## src/rtl/bert_pkg.sv

```systemverilog
// bert_pkg: shared state codes, default widths and saturation helper for the BERT run controller.
package bert_pkg;
  localparam int CNT_W_DEF = 32;
  localparam int INJ_W_DEF = 64;
  localparam logic [2:0] S_IDLE   = 3'd0;
  localparam logic [2:0] S_WARMUP = 3'd1;
  localparam logic [2:0] S_RUN    = 3'd2;
  localparam logic [2:0] S_DRAIN  = 3'd3;
  localparam logic [2:0] S_DONE   = 3'd4;
  function automatic logic [63:0] sat_max(input int w);
    return (w >= 64) ? '1 : (64'd1 << w) - 64'd1;
  endfunction
endpackage

```

## src/rtl/bert_sat_counter.sv

```systemverilog
// bert_sat_counter: clearable up-counter that sticks at its all-ones value instead of wrapping.
module bert_sat_counter
  import bert_pkg::*;
#(
  parameter int W = CNT_W_DEF
) (
  input  logic         clock,
  input  logic         reset,
  input  logic         clear,
  input  logic         inc,
  output logic [W-1:0] count
);
  localparam logic [W-1:0] MAX = W'(sat_max(W));
  always_ff @(posedge clock)
    if (!reset || clear) count <= '0;
    else if (inc && count != MAX) count <= count + 1'b1;
endmodule

```

## src/rtl/bert_run_controller.sv

```systemverilog
// bert_run_controller: sequences warm-up, injection and drain phases of one BERT run and
// reconciles injected against detected errors.
module bert_run_controller
  import bert_pkg::*;
#(
  parameter int CNT_W        = CNT_W_DEF,
  parameter int INJ_W        = INJ_W_DEF,
  parameter int DRAIN_CYCLES = 16
) (
  input  logic             clock,
  input  logic             reset,
  input  logic             start,
  input  logic             abort,
  input  logic [CNT_W-1:0] cfg_warmup,
  input  logic [CNT_W-1:0] cfg_run,
  input  logic             rx_valid,
  input  logic             rx_error,
  input  logic [INJ_W-1:0] inj_errors,
  output logic             inject_stop,
  output logic             busy,
  output logic             done,
  output logic             aborted,
  output logic [CNT_W-1:0] bit_count,
  output logic [CNT_W-1:0] error_count,
  output logic [INJ_W-1:0] inj_delta,
  output logic             mismatch
);
  // Phase counter must also hold DRAIN_CYCLES when CNT_W is narrow.
  localparam int DW = $clog2(DRAIN_CYCLES + 1);
  localparam int PW = (CNT_W > DW) ? CNT_W : DW;
  logic [2:0]       state;
  logic [PW-1:0]    phase_cnt;
  logic [CNT_W-1:0] run_len;
  logic [INJ_W-1:0] snap;
  logic             go, halt, last, counting;
  assign busy        = state == S_WARMUP || state == S_RUN || state == S_DRAIN;
  assign done        = state == S_DONE;
  assign inject_stop = state != S_RUN;
  assign counting    = state == S_RUN || state == S_DRAIN;
  assign go          = (state == S_IDLE || state == S_DONE) && start && !abort;
  assign halt        = busy && abort;
  // A loaded zero behaves like one, giving the minimum single-cycle phase.
  assign last        = phase_cnt <= PW'(1);
  assign mismatch    = done && inj_delta != INJ_W'(error_count);
  always_ff @(posedge clock) begin
    if (!reset) begin
      state     <= S_IDLE;
      phase_cnt <= '0;
      run_len   <= '0;
      snap      <= '0;
      inj_delta <= '0;
      aborted   <= 1'b0;
    end else begin
      aborted <= halt;
      if (go) begin
        state     <= S_WARMUP;
        phase_cnt <= PW'(cfg_warmup);
        run_len   <= cfg_run;
        inj_delta <= '0;
      end else if (halt) state <= S_IDLE;
      else if (busy) begin
        if (!last) phase_cnt <= phase_cnt - 1'b1;
        else if (state == S_WARMUP) begin
          state     <= S_RUN;
          phase_cnt <= PW'(run_len);
          snap      <= inj_errors;
        end else if (state == S_RUN) begin
          state     <= S_DRAIN;
          phase_cnt <= PW'(DRAIN_CYCLES);
        end else begin
          state     <= S_DONE;
          inj_delta <= inj_errors - snap;
        end
      end
    end
  end
  bert_sat_counter #(.W(CNT_W)) u_bits (
    .clock(clock), .reset(reset), .clear(go),
    .inc(counting && rx_valid), .count(bit_count)
  );
  bert_sat_counter #(.W(CNT_W)) u_errs (
    .clock(clock), .reset(reset), .clear(go),
    .inc(counting && rx_valid && rx_error), .count(error_count)
  );
endmodule

```

## config.mk

```make
export PLATFORM = sky130hd
export DESIGN_NAME = bert_run_controller
export DESIGN_NICKNAME = d
export VERILOG_FILES = /design/src/rtl/bert_pkg.sv /design/src/rtl/bert_sat_counter.sv /design/src/rtl/bert_run_controller.sv
export SDC_FILE = /design/constraint.sdc
export NUM_CORES = 1
export LEC_CHECK = 0
export BUFFER_PORTS_ARGS = -buffer_cell sky130_fd_sc_hd__buf_2
export CAP_MARGIN = 25
export CORE_UTILIZATION = 35
export DETAILED_ROUTE_END_ITERATION = 7
export PLACE_DENSITY = 0.65
export SKIP_CTS_REPAIR_TIMING = 1
export SLEW_MARGIN = 15
export SYNTH_ARGS = -nofsm -noshare
export SYNTH_HDL_FRONTEND = slang
export SYNTH_SLANG_ARGS = --single-unit
export TNS_END_PERCENT = 1
```

## constraint.sdc

```tcl
create_clock -name clock -period 3.7 [get_ports clock]
set_input_delay 0.74 -clock clock [delete_from_list [all_inputs] [get_ports clock]]
set_output_delay 0.74 -clock clock [all_outputs]
set_load 0.03 [all_outputs]
```

---- Word level (Yosys, flattened, before mapping) ----
Index checks and enable logic that the tools add are counted.
storage, ports and cells
  register bits after elaboration ......... 260
operators by class
  reduce and logical (&&, ||, !) cells .... 26
  order comparisons ....................... 1
  add/sub/neg operators ................... 4
  eq/ne operators ......................... 10
  muxes and demuxes ....................... 12
  bitwise gates (word level) .............. 5
operator list
  kind                                                              count
  2-to-1 mux 32 bit                                                 6
  adder 32 x 1 -> 32 bit (second input constant)                    2
  != test 32 bit (second input constant)                            2
  != test 64 x 32 -> 1 bit                                          1
  subtractor 64 bit                                                 1
  less-or-equal comparator 32 x 1 -> 1 bit (second input constant)  1
  subtractor 32 x 1 -> 32 bit (second input constant)               1
  AND reduction 5 bit                                               2
  logical AND 1 bit                                                 8
  equality test 3 x 2 -> 1 bit (second input constant)              2
  2-to-1 mux 3 bit                                                  2
  nonzero test 3 bit                                                2
  logical OR 1 bit                                                  5
  NOT 1 bit                                                         5
  2-to-1 mux 1 bit                                                  4
  != test 4 x 1 -> 1 bit (second input constant)                    1
  AND reduction 2 bit                                               2
  equality test 3 x 1 -> 1 bit (second input constant)              1
  equality test 3 bit (second input constant)                       1
  logical NOT 3 bit                                                 1
  != test 3 x 2 -> 1 bit (second input constant)                    1
  AND reduction 3 bit                                               1
  OR reduction 3 bit                                                1
  logical NOT 1 bit                                                 2
  other kinds (3)                                                   3

---- Depth between registers and ports, before layout ----
Gate-level depths: netlist of the first run.
  depth after elaboration ................. 7
  depth in mapped cells ................... 14
  gate-level depth less buffers ........... 14

---- Modules after synthesis ----
Synthesis of the first run repeated with hierarchy kept, for this count alone.
unflattened totals
  cells, all modules ...................... 2073
  area, all modules ....................... 16115.5 µm²
modules (own cells, without submodules)
  module               times used  area each (µm²)  sequential area each (µm²)  cells each
  bert_run_controller  1           12779.8          3923.8                      1683
  bert_sat_counter     2           1667.8           640.6                       195

---- Least setup slack after synthesis of the first run ----
No wires, ideal clock.
  kind .................................... input to register
  from .................................... in inj_errors[36]
  to ...................................... reg inj_delta[63]
  path slack .............................. 0.211 ns
  library setup time ...................... 0.133 ns
  stages .................................. 13
  data arrival time ....................... 3.356 ns
  cells stage by stage .................... ha_1 clkbuf_1 nand2_1 or4_1 or3_1 o32ai_1 a31oi_1 nand3_1 a31oi_1 o41a_1 o21ai_0 or4_1 a31oi_1
on the way
  longest elaborated chain between the ends .. 1
ends and longest elaborated chain
  item                  line                       RTL
  start, declared       bert_run_controller.sv:18  input logic [INJ_W-1:0] inj_errors,
  subtractor 64 bit     bert_run_controller.sv:72  inj_delta <= inj_errors - snap;
  end signal, assigned  bert_run_controller.sv:72
  end, declared         bert_run_controller.sv:25  output logic [INJ_W-1:0] inj_delta,
Every way passes these cells.
A chain may end at the register's enable or synchronous reset.

---- Final worst setup path of the first run ----
  from .................................... reg phase_cnt[8]
  to ...................................... reg inj_delta[62]
on the way
  longest elaborated chain between the ends .. 2
ends and longest elaborated chain
  item                                      line                       RTL
  start, declared                           bert_run_controller.sv:32  logic [PW-1:0] phase_cnt;
  start signal, assigned                    bert_run_controller.sv:57  phase_cnt <= PW'(cfg_warmup);
  start signal, assigned                    bert_run_controller.sv:62  if (!last) phase_cnt <= phase_cnt - 1'b1;
  start signal, assigned                    bert_run_controller.sv:65  phase_cnt <= PW'(run_len);
  less-or-equal comparator 32 x 1 -> 1 bit  bert_run_controller.sv:43  assign last = phase_cnt <= PW'(1);
  AND reduction 5 bit (no line)             --
Every way passes these cells.

==> results of run 1 <==
-- worst max-delay path: cells and delay by family, from the launching register on --
family | cells | cell delay, ns
AO/OA/AOI/OAI | 1 | 0.09
buffers and inverters | 1 | 0.17
flip-flops | 1 | 0.36
AND/OR/NAND/NOR | 9 | 2.77
-- placed cells by master (no fill, tap or decap), types with 8 or more instances in the layout --
cell       count
a211oi_1      14
a21o_1        48
a21oi_1      239
a31oi_1       13
and2_1         9
and3_1        18
and4_1         8
buf_2        266
buf_4         91
clkbuf_16     31
dfxtp_1      260
ha_1          67
inv_1         87
nand2_1      405
nand3_1       50
nand4_1       55
nor2_1       132
nor2b_1       12
nor3_1        38
nor4_1        27
o211ai_1      18
o21a_1        18
o21ai_0       90
o21ai_1       21
o21bai_1      15
o31ai_1       11
or3_1         24
xnor2_1       68
xor2_1        93
-- layer usage --
metal | GRT usage | vias up | part of all wire
li1 | - | 7634 | -
met1 | 0.288 | 7107 | 0.46
met2 | 0.346 | 447 | 0.45
met3 | 0.0421 | 80 | 0.068
met4 | 0.0462 | 14 | 0.021
met5 | 0 | - | 0.0019
-- layout make-up --
type / instances / share of cell area
Antenna cell: 6 / 0.000802
Clock inverter: 11 / 0.00829
Multi-Input combinational cell: 1574 / 0.492
Clock buffer: 43 / 0.0471
Tap cell: 585 / 0.0391
Timing Repair Buffer: 365 / 0.117
Sequential cell: 260 / 0.278
Inverter: 88 / 0.0177
-- cells by family (layout without fill, tap and decap cells) --
family,after synthesis,count (layout),share of synthesized area
and+or+nand+nor,816,816,0.248
adders and majority gates,68,68,0.0563
xor gates and xnor gates,161,161,0.0925
other,0,6,0
AOI/OAI and AO/OA,522,522,0.202
buffers and inverters,214,507,0.0555
DFF,260,260,0.341
muxes,7,7,0.00460
-- flip-flops by register name, summed over array words and instances (netlist names) --
signal,count
state,3
run_len,32
phase_cnt,32
u_errs.count,32
u_bits.count,32
inj_delta,64
snap,64
aborted,1
-- stage by stage --
| stage | cell area (sq um) | setup WS (ns) | hold slack (ns) | cells |
|---|---|---|---|---|
| global route | 18700 | 0.0325 | 0.384 | 2928 |
| detailed placement | 17600 | -0.101 | 0.444 | 2871 |
| floorplan | 15200 | 0.211 | 0.432 | 2048 |
| finish | 18700 | 0.257 | 0.392 | 2932 |
| global placement | 17600 | -0.113 | 0.438 | 2871 |
| CTS | 18700 | 0.274 | 0.367 | 2925 |
-- path summary, 6_finish.rpt --
path                                                start                    endpoint  cells after the start
worst min register to register      snap[36]$_SDFFE_PN0P_       snap[36]$_SDFFE_PN0P_                      2
worst min-delay path                          cfg_run[17]    run_len[17]$_SDFFE_PN0P_                      3
worst max register to register  phase_cnt[8]$_SDFFE_PN0P_  inj_delta[62]$_SDFFE_PP0P_                     11
worst max-delay path            phase_cnt[8]$_SDFFE_PN0P_  inj_delta[62]$_SDFFE_PP0P_                     11
-- power groups by stage --
stage	registers (mW)	clock network (mW)	logic [mW]
global route	2.94	3.32	1.58
floorplan	2.98	0	0.974
CTS	2.93	3.20	1.41
detailed placement	3.00	0	1.40
finish	2.94	3.14	1.41
global placement	2.99	0	1.38
==> qor.yml, run 1 <==
run_status:
  status: "finished, final reports clean"
layout:
  final_util: 0.435
  drive_above_1_share: 0.185
  nNetsFinal: 2522
  syn_to_final_growth_pct: 22.8
  n_fill_cell: 4448
  multi_input_area_sq_um: 9210
  regArea_sq_um: 5200
drt:
  ant_nets: 0
  vias: 15282
  first_pass_iters: 6
  drc: 0
  drt_wl_total_mm: 48.7
  drtIter0Drc: 1047
  wire_per_inst_um: 16.6
  routed_via_density: 5.21
global_routing:
  grt_pass1_vias: 14146
  grt_max_degree: 101
  grt.overflow.total: 0
  grt_pass1_wl_mm: 76.3
  track_usage: 0.212
  grt_antenna_before_repair: 13
logic_synthesis:
  synth-async-reset-ratio: 0
  synth_top_area_frac: 0.341
  ys_seq_area_frac: 0.341
  ys_top_cells_by_count: "nand2_1, dfxtp_1, a21oi_1, nor2_1, xor2_1"
  ys_types: 71
  synth_flop_cell: "dfxtp_1"
  synth_area_leader_cell: "dfxtp_1"
  synth_most_common_cell: "nand2_1"
  synth_edf_count: 0
  syn_nets: 2250
  synthTopCellsByArea: "dfxtp_1, nand2_1, a21oi_1"
  yosysWarnings: 0
  synthCells: 2048
  syn_avg_cell_area_sq_um: 7.44
  synth_area_sq_um: 15200
  ys_ff_latch: 260
worst_setup_path:
  crit_arrival_ns: 3.97
  max_stage_delay_ns: 0.58
  crit_chain: "or4_1, or3_1, nor3_1, nand4_1, nor3_2, buf_4, and4b_1, nand2_1, nor3_1, a22oi_1, nand2_1"
  required_ns: 4.23
  setup.worst_path.start_class: "flip-flop"
  path_class: "flip-flop to flip-flop"
  crit_path_end_kind: "flip-flop"
  r2r_setup_slack_ns: 0.26
  slowest_stage: "or4_1"
  path_max_fanout: 13
floorplan:
  start_util: 0.355
  die_area_sq_um: 44400
  placement_rows: 76
  core_area_sq_um: 43000
  die_w_um: 211
  dieHeight_um: 211
  io_pins: 267
sta:
  fin_crit_ns: 3.44
  rsz0062_at_grt: "false"
  max_freq_mhz: 290
  final.setup_skew_ns: 0.0176
  slew_violations: 0
  setup_tns_ns: 0
  fin_crit_sh: 0.931
  relSlewSlack: 0.461
  setup_viol: 0
  finalHoldViolations: 0
  tightest_slew_ns: 0.801
clock_network:
  cts_buffer_depth: 3
  htree_levels: 1
  clkTransAtPathRegs_ns: 0.06
  numCtsBuffers: 31
  root_buffer: "clkbuf_16"
  cts_tree: "done"
  cts_sinks: 260
  insertion_delay_ns: 0.59
worst_hold_path:
  min_path_type: "input port to flip-flop"
power:
  p_int_mw: 5.34
  combPwrFrac: 0.189
  irDropWorstVdd_mv: 0.375
  switching_share: 0.287
  power_density_nw_per_um2: 401
  clockPowerShare: 0.420
  switching_power_mw: 2.15
  finalPower_mw: 7.49
  seq_power_share: 0.392
  leakage_nw: 7.62
job:
  cap_violations: 0
placed_design:
  port_buffers: 266
  hpwl_mm: 36.9
  place.gp.congestion: 0.923
No activity file was read; power rests on OpenSTA's default activity.
==> run 2, diff against run 1 <==
--- a/config.mk
+++ b/config.mk
@@ -7,6 +7,7 @@
 export LEC_CHECK = 0
 export BUFFER_PORTS_ARGS = -buffer_cell sky130_fd_sc_hd__buf_2
 export CAP_MARGIN = 25
+export CORE_MARGIN = 2
 export CORE_UTILIZATION = 35
 export DETAILED_ROUTE_END_ITERATION = 7
 export PLACE_DENSITY = 0.65
==> qor.yml, run 2 (synthesis results as in run 1) <==
global_routing:
  grt_antenna_before_repair: 15  # was 13
  grt.overflow.total: 0  # unchanged
  track_usage: 0.214  # was 0.212
  grt_max_degree: 101  # unchanged
  grt_pass1_vias: 14462  # was 14,146
  grt_pass1_wl_mm: 77.2  # was 76.3 mm
worst_setup_path:
  crit_path_end_kind: "flip-flop"  # unchanged
  setup.worst_path.start: "phase_cnt[8]$_SDFFE_PN0P_"  # unchanged
  required_ns: 4.17  # was 4.23 ns
  crit_arrival_ns: 3.91  # was 3.97 ns
  max_stage_delay_ns: 0.59  # was 0.58 ns
  slowest_stage: "or4_1"  # unchanged
  r2r-start: "phase_cnt[8]$_SDFFE_PN0P_"  # unchanged
  path_max_fanout: 13  # unchanged
  setup.worst_path.start_class: "flip-flop"  # unchanged
  path_class: "flip-flop to flip-flop"  # unchanged
  crit_chain: "or4_1, or3_1, nor3_1, nand4_1, nor3_2, buf_4, and4b_1, nand2_1, nor3_1, a31oi_1, o21a_1, nand2_1"  # was or4_1, or3_1, nor3_1, nand4_1, nor3_2, buf_4, and4b_1, nand2_1, nor3_1, a22oi_1, nand2_1
floorplan:
  io_pins: 267  # unchanged
  core_area_sq_um: 43100  # was 43,000 sq um
  start_util: 0.354  # was 0.355
  die_w_um: 213  # was 211 um
  dieHeight_um: 213  # was 211 um
  placement_rows: 76  # unchanged
  die_area_sq_um: 45200  # was 44,400 sq um
clock_network:
  insertion_delay_ns: 0.54  # was 0.59 ns
  numCtsBuffers: 34  # was 31
  htree_levels: 2  # was 1
  cts_tree: "done"  # unchanged
  clkTransAtPathRegs_ns: 0.06  # about the same
  root_buffer: "clkbuf_16"  # unchanged
  cts_buffer_depth: 3  # unchanged
  cts_sinks: 260  # unchanged
drt:
  routed_via_density: 5.27  # was 5.21
  ant_nets: 0  # unchanged
  wire_per_inst_um: 16.8  # was 16.6 um
  vias: 15464  # was 15,282
  drt_wl_total_mm: 49.4  # was 48.7 mm
  drtIter0Drc: 1254  # was 1,047
  first_pass_iters: 5  # was 6
  drc: 0  # unchanged
layout:
  final_cell_mix: "nand2_1, buf_2, dfxtp_1, a21oi_1, nor2_1"  # unchanged
  drive_above_1_share: 0.188  # was 0.185
  syn_to_final_growth_pct: 23.5  # was 22.8%
  largest_registers: "inj_delta x64, snap x64"  # unchanged
  final_common_cell: "nand2_1"  # unchanged
  final_util: 0.437  # was 0.435
  nNetsFinal: 2526  # was 2,522
power:
  power_density_nw_per_um2: 413  # was 401 nW/um^2
  leakage_nw: 7.68  # was 7.62 nW
  irDropWorstVdd_mv: 0.465  # was 0.375 mV
sta:
  max_freq_mhz: 291  # was 290 MHz
  slew_violations: 0  # unchanged
  setup_viol: 0  # unchanged
  tightest_slew_ns: 0.740  # was 0.801 ns
  relSlewSlack: 0.502  # was 0.461
  final.setup_skew_ns: 0.0164  # was 0.0176 ns
  setup_slack_ns: 0.265  # was 0.257 ns
  holdWs_ns: 0.434  # was 0.392 ns
  rsz0062_at_grt: "false"  # unchanged
  finalHoldViolations: 0  # unchanged
  fin_crit_sh: 0.928  # was 0.931
  fin_crit_ns: 3.44  # about the same
worst_hold_path:
  min_path_type: "input port to flip-flop"  # unchanged
  timing.hold.worst.start: "cfg_run[22]"  # was cfg_run[17]
placed_design:
  port_buffers: 266  # unchanged
  hpwl_mm: 37.6  # was 36.9 mm
  place.gp.congestion: 0.915  # was 0.923
  place_ws_ns: -0.176  # was -0.101 ns
run_status:
  status: "finished, final reports clean"  # unchanged
job:
  cap_violations: 0  # unchanged
[run 2: through the flow]
stage | setup TNS, ns | total power, mW | cells | area [sq um]
final | 0 | 7.77 | 2937 | 18800
after CTS | 0 | 7.85 | 2930 | 18800
after global placement | -0.378 | 4.38 | 2872 | 17600
after global routing | 0 | 8.13 | 2935 | 18800
after floorplan | 0 | 3.95 | 2048 | 15200
after detailed placement | -0.858 | 4.39 | 2872 | 17600
[run 2: critical path: cells and delay by family, from the launching register on]
family	cells	cell delay [ns]
and+or+nand+nor	9	2.67
AOI/OAI and AO/OA	2	0.18
DFF	1	0.35
buffers and inverters	1	0.17
[run 2: final timing paths]
check | to | slack, ns | depth (start not counted)
worst max-delay path | inj_delta[62]$_SDFFE_PP0P_ | 0.26 | 12
worst min-delay path | run_len[22]$_SDFFE_PN0P_ | 0.43 | 3
worst max register to register | inj_delta[62]$_SDFFE_PP0P_ | 0.26 | 12
worst min register to register | snap[12]$_SDFFE_PN0P_ | 0.45 | 2
[run 2: final cells by class]
type                            count  area (sq um)
Inverter                           88           330
Clock buffer                       46           966
Tap cell                          585           732
Sequential cell                   260          5200
Antenna cell                        6          15.0
Fill cell                        4396         24300
Clock inverter                     12           185
Timing Repair Buffer              366          2180
Multi-Input combinational cell   1574          9210
[run 2: metal layers]
metal,GRT usage,vias up,part of all wire
li1,-,7642,-
met1,0.279,7239,0.45
met2,0.344,480,0.45
met3,0.0565,85,0.072
met4,0.0658,18,0.024
met5,0,-,0.0028
[run 2: where the power goes]
group	leakage (nW)	internal, mW	switching, mW
clock	0.564	2.11	1.30
sequential	2.10	2.87	0.0673
combinational	5.01	0.609	0.808
